**src/rtl/filter_sequencer.sv**
```systemverilog
// filter_sequencer: walks a padded input image window by window, issuing the
// WS*WS tap reads for each output pixel, waiting for the filter result and
// writing it to the result image, for every pixel of every colour plane.
//
// Ports:
//   Control_CLK     clock, rising edge
//   Control_RST     asynchronous active-high reset
//   Control_STRT    start a job (sampled only while idle)
//   Control_ABORT   abandon the current job, back to idle without DNE
//   Control_MEMREQ  memory request valid
//   Control_MEMACK  memory accepted the request at this edge
//   Control_MEMRW   2'b10 read, 2'b01 write, 2'b00 idle
//   Control_MEMADDR request address
//   Control_FEN     filter enable, covers the tap reads and the result wait
//   Control_WLAST   the read being requested is the last window tap
//   Control_FDNE    filter result ready
//   Control_CH      current colour plane
//   Control_BUSY    job in progress
//   Control_DNE     one-cycle job-complete pulse
module filter_sequencer #(
  parameter int unsigned ADDR_WIDTH   = 32,
  parameter int unsigned WINDOW_SIZE  = 3,
  parameter int unsigned IMAGE_WIDTH  = 512,
  parameter int unsigned IMAGE_HEIGHT = 512,
  parameter int unsigned CHANNELS     = 1,
  parameter int unsigned RESULT_BASE  = CHANNELS * (IMAGE_WIDTH + WINDOW_SIZE - 1)
                                                 * (IMAGE_HEIGHT + WINDOW_SIZE - 1)
) (
  input  logic                  Control_CLK,
  input  logic                  Control_RST,
  input  logic                  Control_STRT,
  input  logic                  Control_ABORT,
  output logic                  Control_MEMREQ,
  input  logic                  Control_MEMACK,
  output logic [1:0]            Control_MEMRW,
  output logic [ADDR_WIDTH-1:0] Control_MEMADDR,
  output logic                  Control_FEN,
  output logic                  Control_WLAST,
  input  logic                  Control_FDNE,
  output logic [((CHANNELS > 1) ? $clog2(CHANNELS) : 1)-1:0] Control_CH,
  output logic                  Control_BUSY,
  output logic                  Control_DNE
);

  localparam int unsigned PW        = IMAGE_WIDTH + WINDOW_SIZE - 1;
  localparam int unsigned PH        = IMAGE_HEIGHT + WINDOW_SIZE - 1;
  localparam int unsigned PLANE_IN  = PW * PH;
  localparam int unsigned PLANE_OUT = IMAGE_WIDTH * IMAGE_HEIGHT;
  localparam int unsigned CH_W      = (CHANNELS > 1) ? $clog2(CHANNELS) : 1;
  localparam int unsigned ROW_W     = (IMAGE_HEIGHT > 1) ? $clog2(IMAGE_HEIGHT) : 1;
  localparam int unsigned COL_W     = (IMAGE_WIDTH > 1) ? $clog2(IMAGE_WIDTH) : 1;
  localparam int unsigned TAP_W     = (WINDOW_SIZE > 1) ? $clog2(WINDOW_SIZE) : 1;

  typedef enum logic [2:0] {
    IDLE, RD_REQ, FILT_WAIT, WR_REQ, ADVANCE, DONE
  } state_t;

  state_t                  state_q, state_d;
  logic [CH_W-1:0]         ch_q, ch_d;
  logic [ROW_W-1:0]        row_q, row_d;
  logic [COL_W-1:0]        col_q, col_d;
  logic [TAP_W-1:0]        wr_q, wr_d;
  logic [TAP_W-1:0]        wc_q, wc_d;
  logic                    memreq_q, memreq_d;
  logic [1:0]              memrw_q, memrw_d;
  logic [ADDR_WIDTH-1:0]   memaddr_q, memaddr_d;
  logic                    fen_q, fen_d;
  logic                    wlast_q, wlast_d;
  logic                    busy_q, busy_d;
  logic                    dne_q, dne_d;

  logic                    last_tap;
  logic                    last_pixel;

  // Tap address in the padded input plane, wrapping modulo 2^ADDR_WIDTH.
  function automatic logic [ADDR_WIDTH-1:0] rd_addr(
    input logic [CH_W-1:0]  c,
    input logic [ROW_W-1:0] r,
    input logic [COL_W-1:0] x,
    input logic [TAP_W-1:0] tr,
    input logic [TAP_W-1:0] tc
  );
    return ADDR_WIDTH'(c) * ADDR_WIDTH'(PLANE_IN)
         + (ADDR_WIDTH'(r) + ADDR_WIDTH'(tr)) * ADDR_WIDTH'(PW)
         + ADDR_WIDTH'(x) + ADDR_WIDTH'(tc);
  endfunction

  // Result address in the unpadded output plane.
  function automatic logic [ADDR_WIDTH-1:0] wr_addr(
    input logic [CH_W-1:0]  c,
    input logic [ROW_W-1:0] r,
    input logic [COL_W-1:0] x
  );
    return ADDR_WIDTH'(RESULT_BASE)
         + ADDR_WIDTH'(c) * ADDR_WIDTH'(PLANE_OUT)
         + ADDR_WIDTH'(r) * ADDR_WIDTH'(IMAGE_WIDTH)
         + ADDR_WIDTH'(x);
  endfunction

  assign last_tap   = (wr_q == TAP_W'(WINDOW_SIZE - 1)) && (wc_q == TAP_W'(WINDOW_SIZE - 1));
  assign last_pixel = (ch_q == CH_W'(CHANNELS - 1)) && (row_q == ROW_W'(IMAGE_HEIGHT - 1))
                   && (col_q == COL_W'(IMAGE_WIDTH - 1));

  // Next state and counters, then outputs decoded from the next state so
  // every output lands in a flop alongside the state it belongs to.
  always_comb begin
    state_d = state_q;
    ch_d    = ch_q;
    row_d   = row_q;
    col_d   = col_q;
    wr_d    = wr_q;
    wc_d    = wc_q;

    if (state_q != IDLE && Control_ABORT) begin
      state_d = IDLE;
    end else begin
      case (state_q)
        IDLE: begin
          if (Control_STRT) begin
            ch_d    = '0;
            row_d   = '0;
            col_d   = '0;
            wr_d    = '0;
            wc_d    = '0;
            state_d = RD_REQ;
          end
        end
        RD_REQ: begin
          if (Control_MEMACK) begin
            if (wc_q == TAP_W'(WINDOW_SIZE - 1)) begin
              wc_d = '0;
              if (wr_q == TAP_W'(WINDOW_SIZE - 1)) begin
                wr_d    = '0;
                state_d = FILT_WAIT;
              end else begin
                wr_d = wr_q + TAP_W'(1);
              end
            end else begin
              wc_d = wc_q + TAP_W'(1);
            end
          end
        end
        FILT_WAIT: begin
          if (Control_FDNE) state_d = WR_REQ;
        end
        WR_REQ: begin
          if (Control_MEMACK) state_d = ADVANCE;
        end
        ADVANCE: begin
          if (last_pixel) begin
            state_d = DONE;
          end else begin
            state_d = RD_REQ;
            if (col_q == COL_W'(IMAGE_WIDTH - 1)) begin
              col_d = '0;
              if (row_q == ROW_W'(IMAGE_HEIGHT - 1)) begin
                row_d = '0;
                ch_d  = ch_q + CH_W'(1);
              end else begin
                row_d = row_q + ROW_W'(1);
              end
            end else begin
              col_d = col_q + COL_W'(1);
            end
          end
        end
        DONE:    state_d = IDLE;
        default: state_d = IDLE;
      endcase
    end

    memreq_d  = 1'b0;
    memrw_d   = 2'b00;
    memaddr_d = '0;
    fen_d     = 1'b0;
    wlast_d   = 1'b0;
    busy_d    = (state_d != IDLE);
    dne_d     = (state_d == DONE);
    case (state_d)
      RD_REQ: begin
        memreq_d  = 1'b1;
        memrw_d   = 2'b10;
        memaddr_d = rd_addr(ch_d, row_d, col_d, wr_d, wc_d);
        fen_d     = 1'b1;
        wlast_d   = (wr_d == TAP_W'(WINDOW_SIZE - 1)) && (wc_d == TAP_W'(WINDOW_SIZE - 1));
      end
      FILT_WAIT: fen_d = 1'b1;
      WR_REQ: begin
        memreq_d  = 1'b1;
        memrw_d   = 2'b01;
        memaddr_d = wr_addr(ch_d, row_d, col_d);
      end
      default: ;
    endcase
  end

  // State, counters and registered outputs.
  always_ff @(posedge Control_CLK or posedge Control_RST) begin
    if (Control_RST) begin
      state_q   <= IDLE;
      ch_q      <= '0;
      row_q     <= '0;
      col_q     <= '0;
      wr_q      <= '0;
      wc_q      <= '0;
      memreq_q  <= 1'b0;
      memrw_q   <= 2'b00;
      memaddr_q <= '0;
      fen_q     <= 1'b0;
      wlast_q   <= 1'b0;
      busy_q    <= 1'b0;
      dne_q     <= 1'b0;
    end else begin
      state_q   <= state_d;
      ch_q      <= ch_d;
      row_q     <= row_d;
      col_q     <= col_d;
      wr_q      <= wr_d;
      wc_q      <= wc_d;
      memreq_q  <= memreq_d;
      memrw_q   <= memrw_d;
      memaddr_q <= memaddr_d;
      fen_q     <= fen_d;
      wlast_q   <= wlast_d;
      busy_q    <= busy_d;
      dne_q     <= dne_d;
    end
  end

  assign Control_MEMREQ  = memreq_q;
  assign Control_MEMRW   = memrw_q;
  assign Control_MEMADDR = memaddr_q;
  assign Control_FEN     = fen_q;
  assign Control_WLAST   = wlast_q;
  assign Control_CH      = ch_q;
  assign Control_BUSY    = busy_q;
  assign Control_DNE     = dne_q;

endmodule

```
**config.mk**
```make
export PLATFORM = sky130hd
export DESIGN_NAME = filter_sequencer
export DESIGN_NICKNAME = d
export VERILOG_FILES = /design/src/rtl/filter_sequencer.sv
export SDC_FILE = /design/constraint.sdc
export NUM_CORES = 1
export LEC_CHECK = 0
export CAP_MARGIN = 5
export CORE_MARGIN = 10
export CORE_UTILIZATION = 30
export CTS_CLUSTER_SIZE = 25
export DETAILED_ROUTE_END_ITERATION = 10
export MAX_ROUTING_LAYER = met4
export SYNTH_ARGS = -nofsm -noshare
export SYNTH_HDL_FRONTEND = slang
export SYNTH_SLANG_ARGS = --single-unit
```
**constraint.sdc**
```tcl
create_clock -name Control_CLK -period 7.09 [get_ports Control_CLK]
set_input_delay 1.0635 -clock Control_CLK [delete_from_list [all_inputs] [get_ports Control_CLK]]
set_output_delay 1.0635 -clock Control_CLK [all_outputs]
set_load 0.02 [all_outputs]
```
==> After elaboration in Yosys (flattened, before gate mapping) <==
Cells that the tools add are included.
{ "word_totals": {"input_bits": 6, "wordCells": 93, "out_inout_bits": 40, "reg_bits": 65} }
{ "classes": {"mux": 42, "mul": 2, "reduce_logical": 9, "eq_ne": 14, "n_addsub": 12, "bitwise": 1} }
{ "op_table": {"columns": ["cell", "n"], "rows": [
  ["two-way mux 9 bit", 9],
  ["case mux 23 bit (2 select lines)", 1],
  ["adder 21 x 9 -> 22 bit", 2],
  ["case mux 9 bit (2 select lines)", 2],
  ["two-way mux 3 bit", 8],
  ["adder 22 x 2 -> 23 bit", 1],
  ["adder 20 x 18 -> 21 bit", 1],
  ["adder 20 x 20 -> 21 bit", 1],
  ["adder 19 x 19 -> 20 bit, first input constant", 1],
  ["multiplier 10 x 9 -> 19 bit, second input constant", 1],
  ["adder 9 x 1 -> 9 bit, second input constant", 2],
  ["== test 9 bit, second input constant", 2],
  ["multiplier 1 x 17 -> 18 bit, second input constant", 1],
  ["two-way mux 2 bit", 9],
  ["case mux 3 bit (5 select lines)", 1],
  ["== test 3 x 2 -> 1 bit, second input constant", 4],
  ["case mux 2 bit (2 select lines)", 3],
  ["adder 9 x 2 -> 10 bit", 1],
  ["== test 2 bit, second input constant", 4],
  ["two-way mux 1 bit", 8],
  ["== test 3 x 1 -> 1 bit, second input constant", 2],
  ["== test 3 bit, second input constant", 2],
  ["nonzero test 3 bit", 2],
  ["adder 2 x 1 -> 2 bit, second input constant", 2],
  ["6 further kinds", 10]
]} }

==> Logic depth before layout (Yosys ltp) <==
{ "logic_depth": {"ltp_word": 12, "ltp_mapped": 30, "ltp_nobuf": 30} }

==> Worst setup path before layout <==
Ideal clock, no wire load.
{ "synth_path": {"kind": "input to register", "from": "in Control_ABORT", "to": "reg memaddr_q[18], in the netlist Control_MEMADDR[18]", "arrival_ns": 6.217, "path_slack_ns": 0.786, "stages": 25, "setup_time_ns": 0.087, "path_buffers": 1, "required_ns": 7.003, "path_cell_list": "or4b_1 buf_2 nor4_1 a21oi_1 inv_1 ha_1 inv_1 fa_1 a211oi_4 and3_2 nand2_1 xnor2_4 ha_1 ha_1 ha_1 inv_1 fa_1 inv_1 ha_1 and3_1 nor2_1 a211o_2 nor3_1 or4b_1 o211ai_1"} }
{ "synth_via": {"elab_chain_len": 8, "elab_cells_between_ends": 19, "cone_classes": "add/sub (7); mul (2); eq/ne (2); mux (7); reduce/logical (1)"} }
{ "synth_lines": {"columns": ["item", "line", "rtl"], "rows": [
  ["start: declaration", "32", "input logic Control_ABORT,"],
  ["logical AND 1 bit *", "114", "if (state_q != IDLE && Control_ABORT) begin"],
  ["two-way mux 9 bit *", "114", null],
  ["net row_d[0]", "60", "logic [ROW_W-1:0] row_q, row_d;"],
  ["adder 9 x 2 -> 10 bit", "84", "+ (ADDR_WIDTH'(r) + ADDR_WIDTH'(tr)) * ADDR_WIDTH'(PW)"],
  ["multiplier 10 x 9 -> 19 bit", "84", null],
  ["adder 20 x 20 -> 21 bit", "84", null],
  ["adder 21 x 9 -> 22 bit", "85", "+ ADDR_WIDTH'(x) + ADDR_WIDTH'(tc);"],
  ["adder 22 x 2 -> 23 bit", "85", null],
  ["case mux 23 bit (2 select lines) *", "179", "case (state_d)"],
  ["net memaddr_d[18]", "66", "logic [ADDR_WIDTH-1:0] memaddr_q, memaddr_d;"],
  ["end signal: assignment", "222", "memaddr_q <= memaddr_d;"],
  ["end: declaration", "66", null]
]} }
Mark *: on every way through the listed nets, which the timed path passes. The rest lies on a longest branch.

==> Final worst setup path <==
{ "layout_path": {"from": "reg row_q[0]", "to": "reg memaddr_q[18], in the netlist Control_MEMADDR[18]"} }
{ "layout_via": {"elab_chain_len": 12, "elab_cells_between_ends": 33, "cone_classes": "add/sub (8); mul (2); eq/ne (3); mux (18); reduce/logical (2)"} }
{ "layout_lines": {"columns": ["item", "line", "rtl"], "rows": [
  ["start: declaration", "60", null],
  ["start signal: assignment", "216", "row_q <= row_d;"],
  ["adder 9 x 1 -> 9 bit / == test 9 bit (equally long branches)", "160, 101, 156", null],
  ["two-way mux 9 bit / logical AND 1 bit (equally long branches)", "156, 101", null],
  ["two-way mux 9 bit / logical AND 1 bit (equally long branches)", "154, 102", null],
  ["two-way mux 9 bit", "150", "if (last_pixel) begin"],
  ["case mux 9 bit (2 select lines)", "117", "case (state_q)"],
  ["two-way mux 9 bit *", "114", null],
  ["net row_d[0]", "60", null],
  ["adder 9 x 2 -> 10 bit", "84", null],
  ["multiplier 10 x 9 -> 19 bit", "84", null],
  ["adder 20 x 20 -> 21 bit", "84", null],
  ["adder 21 x 9 -> 22 bit", "85", null],
  ["adder 22 x 2 -> 23 bit", "85", null],
  ["case mux 23 bit (2 select lines) *", "179", null],
  ["net memaddr_d[18]", "66", null]
]} }
Marked as above.

==> impl_metrics.yaml <==
synth:
  synth_area_per_cell_um2: 9.280
  synthCells: 468
  synth.cell_area_um2: 4343
  ys_seq_area_frac: 0.3111
  synth_async_sr_flop_share: 1.000
  yosys_warnings: 0
  synth_enable_flop_cells: 0
  synth_seq_cells: 54
  synth-main-ff-cell: "dfrtp_1"
  synth_cell_types: 78
cells_and_area:
  instances_no_fill: 685
  stdcell_area_um2: 5002
  nNetsFinal: 550
  layout-drive-gt1-share: 0.1010
  antenna_cells: 0
  nFillCells: 1422
  post-route-util: 0.3562
  area_delta_synth_final_pct: 15.18
worst_hold_path:
  hold_path_end: "Control_CH"
  min_path_type: "reg2reg"
  worstHoldPathCells: 2
  hold_start: "Control_CH"
floorplan:
  row_count: 43
  die_w_um: 140.3
  core-area_um2: 14040
  ios: 46
  initial_core_util: 0.3093
  die-area_um2: 19690
  die_y_um: 140.3
sta:
  tightest_slew_ps: 736.2
  hold_viol: 0
  slew_violations: 0
  slew_headroom: 0.5080
  period_needed_ps: 6675
  setup_viol: 0
  fmax_ghz: 0.1498
  fin_tns_setup_ps: 0
  fin_skew_ps: 7.074
  rsz0062_at_grt: "false"
  whs_ps: 556.1
  finalCritPeriodShare: 0.9415
setup_path:
  r2r-end: "Control_MEMADDR[18]"
  critPathKind: "reg2reg"
  required_ps: 7320
  crit_arrival_ps: 6900
  crit_path_end_kind: "flop"
  worstPathMaxFanout: 11
  critPathSlowestCell: "fa_1"
  crit_top_cell: "ha_1"
  max_stage_delay_ps: 480
  critPathLaunchType: "flop"
  reg2reg_depth: 29
  r2r_slack_ps: 410
  r2r_start: "row_q[0]"
detailed_routing:
  wl_per_cell_um: 16.89
  antenna_left: 0
  via_count: 3590
  firstDrtPassIters: 4
  vias_per_cell: 5.241
  drc: 0
  routed_wl_um: 11570
  drt-initial-drc-count: 233
grt:
  grt_max_degree: 55
  grt_use_met3: 0.02468
  antenna_found_initial: 0
  grt_first_pass_wirelength_um: 18860
  globalRouteMet2Util: 0.1882
  grt-busiest-layer: "met2"
  grt_pass1_vias: 3567
  grt-ovfl-total: 0
  grt_use_total: 0.1206
  grt_use_met1: 0.1541
outcome:
  status: "complete, no violations"
placed_design:
  portBuffers: 34
  dp_hpwl_um: 8738
  dp.cells: 677
  gp_congestion: 0.8658
  place_area_um2: 4840
clocking:
  insertion_delay_ps: 310
  cts_root_buf: "clkbuf_16"
  cts_tree: "built"
  htree_levels: 2
  cts_buffers: 5
  hold_buffers: 0
  clk_pin_slew_ps: 80
  cts_max_path_buffers: 2
  clock_sinks: 54
run:
  maxCapViolCount: 0
power_and_ir_drop:
  vdd.ir_drop.worst_uv: 75.45
  p_leak_uw: 0.002241
  p_per_area_nw_per_um2: 144.5
[where the power goes]
| part | switching [µW] | internal [µW] | leakage (µW) |
|---|---|---|---|
| registers | 12.2 | 323 | 0.000734 |
| logic | 74.5 | 43.1 | 0.00143 |
| clock network | 133 | 136 | 0.0000763 |
| total | 220 | 503 | 0.00224 |
[synthesized netlist by cell type (3+ instances only)]
master,instances,area share
buf_4,12,0.021
dfrtp_1,54,0.31
and3_1,6,0.0086
xor2_1,11,0.022
or2_2,4,0.0058
xnor2_1,23,0.046
o21ai_0,18,0.021
a21oi_1,19,0.022
buf_2,3,0.0035
fa_1,5,0.023
a32oi_1,3,0.0061
nand2b_1,4,0.0058
inv_1,31,0.027
o21a_1,6,0.010
nand3_1,15,0.017
clkbuf_1,5,0.0043
o211ai_1,7,0.012
a21o_1,10,0.017
nand4_1,7,0.010
a31o_2,3,0.0061
a31oi_1,4,0.0058
a211oi_1,3,0.0052
nor4_1,9,0.013
ha_1,35,0.10
nand2_1,38,0.033
nor3_1,11,0.013
nor2b_1,3,0.0043
a32o_1,3,0.0069
and2_1,4,0.0058
or4_1,3,0.0052
nor2_1,28,0.024
o22ai_1,13,0.019
a311oi_1,3,0.0061
a22o_1,3,0.0061
[final cells by class]
type                       instances  area [µm²]  share of cell area
multi-input combinational        368        2743              0.5483
sequential                        54        1353              0.2704
timing repair buffer              43       407.9             0.08154
tap                              180       225.2             0.04502
clock buffer                       5       125.1             0.02501
inverter                          32       120.1             0.02401
clock inverter                     3       28.78            0.005753
[kinds of logic after synthesis]
| logic type | after synthesis | share of synthesized area |
|---|---|---|
| compound gates | 120 | 0.2066 |
| mux | 4 | 0.009795 |
| xor+xnor | 38 | 0.08787 |
| fa+ha+maj | 41 | 0.1262 |
| other cells | 1 | 0.0008635 |
| simple gates | 153 | 0.1890 |
| buf+inv | 57 | 0.06857 |
| flops | 54 | 0.3112 |
[worst max-delay path, delay by kind of cell (launching register included)]
| kind | cells | cell delay (ps) |
|---|---|---|
| fa+ha+maj | 10 | 2780 |
| flops | 1 | 460 |
| compound gates | 6 | 1230 |
| simple gates | 8 | 1550 |
| buf+inv | 4 | 290 |
| xor+xnor | 1 | 260 |
[how the worst max path moves through the flow]
stage	start	to	cells after the start
after CTS	row_q[0]	Control_MEMADDR[18]	29
after detailed placement	Control_ABORT	Control_MEMADDR[18]	24
after floorplan	Control_ABORT	Control_MEMADDR[18]	25
after global routing	row_q[0]	Control_MEMADDR[18]	29
after global placement	Control_ABORT	Control_MEMADDR[18]	25
final	row_q[0]	Control_MEMADDR[18]	29
[per-stage QoR]
| step | worst slack (ps) | total power, µW |
|---|---|---|
| after floorplan | 786.1 | 419.9 |
| after global placement | 361.3 | 459.3 |
| after detailed placement | 195.1 | 461.3 |
| after CTS | 237.7 | 736.2 |
| after global routing | 3.879 | 761.9 |
| final | 414.9 | 722.6 |
[cells in the final DEF (no fill, tap or decap), drive strengths merged, types with 4 or more instances in the layout]
master,n
a211oi,5
nor3,11
nand4,7
dfrtp,54
a31oi,4
or4,4
nand3,16
nor2,28
or2,4
nand2b,4
o211ai,7
o21ai,19
inv,33
a21oi,19
conb,12
and3,7
xnor2,26
fa,5
o21a,6
ha,35
buf,9
nor4,9
o22ai,13
a21o,10
clkdlybuf4s50,34
nand2,40
clkbuf,5
and2,5
xor2,11
[what timing repair did]
action | 4_1_cts | 5_1_grt
gates resized for setup | 0 | 3
setup buffers | 0 | 0
setup endpoints to repair | 0 | 4
hold endpoints to repair | 0 | 0
[metal layers]
layer	wire, µm	up-vias
li1	-	1757
met1	5459	1754
met2	5441	66
met3	491	13
met4	178	0
met5	0	-
[flip-flops by register name, indices dropped and copies added, names as in the netlist]
| register | flops |
|---|---|
| Control_BUSY | 1 |
| Control_CH | 1 |
| Control_DNE | 1 |
| Control_FEN | 1 |
| Control_MEMADDR | 21 |
| Control_MEMREQ | 1 |
| Control_MEMRW | 2 |
| Control_WLAST | 1 |
| col_q | 9 |
| row_q | 9 |
| state_q | 3 |
| wc_q | 2 |
| wr_q | 2 |
(Power assumes the default switching activity.)
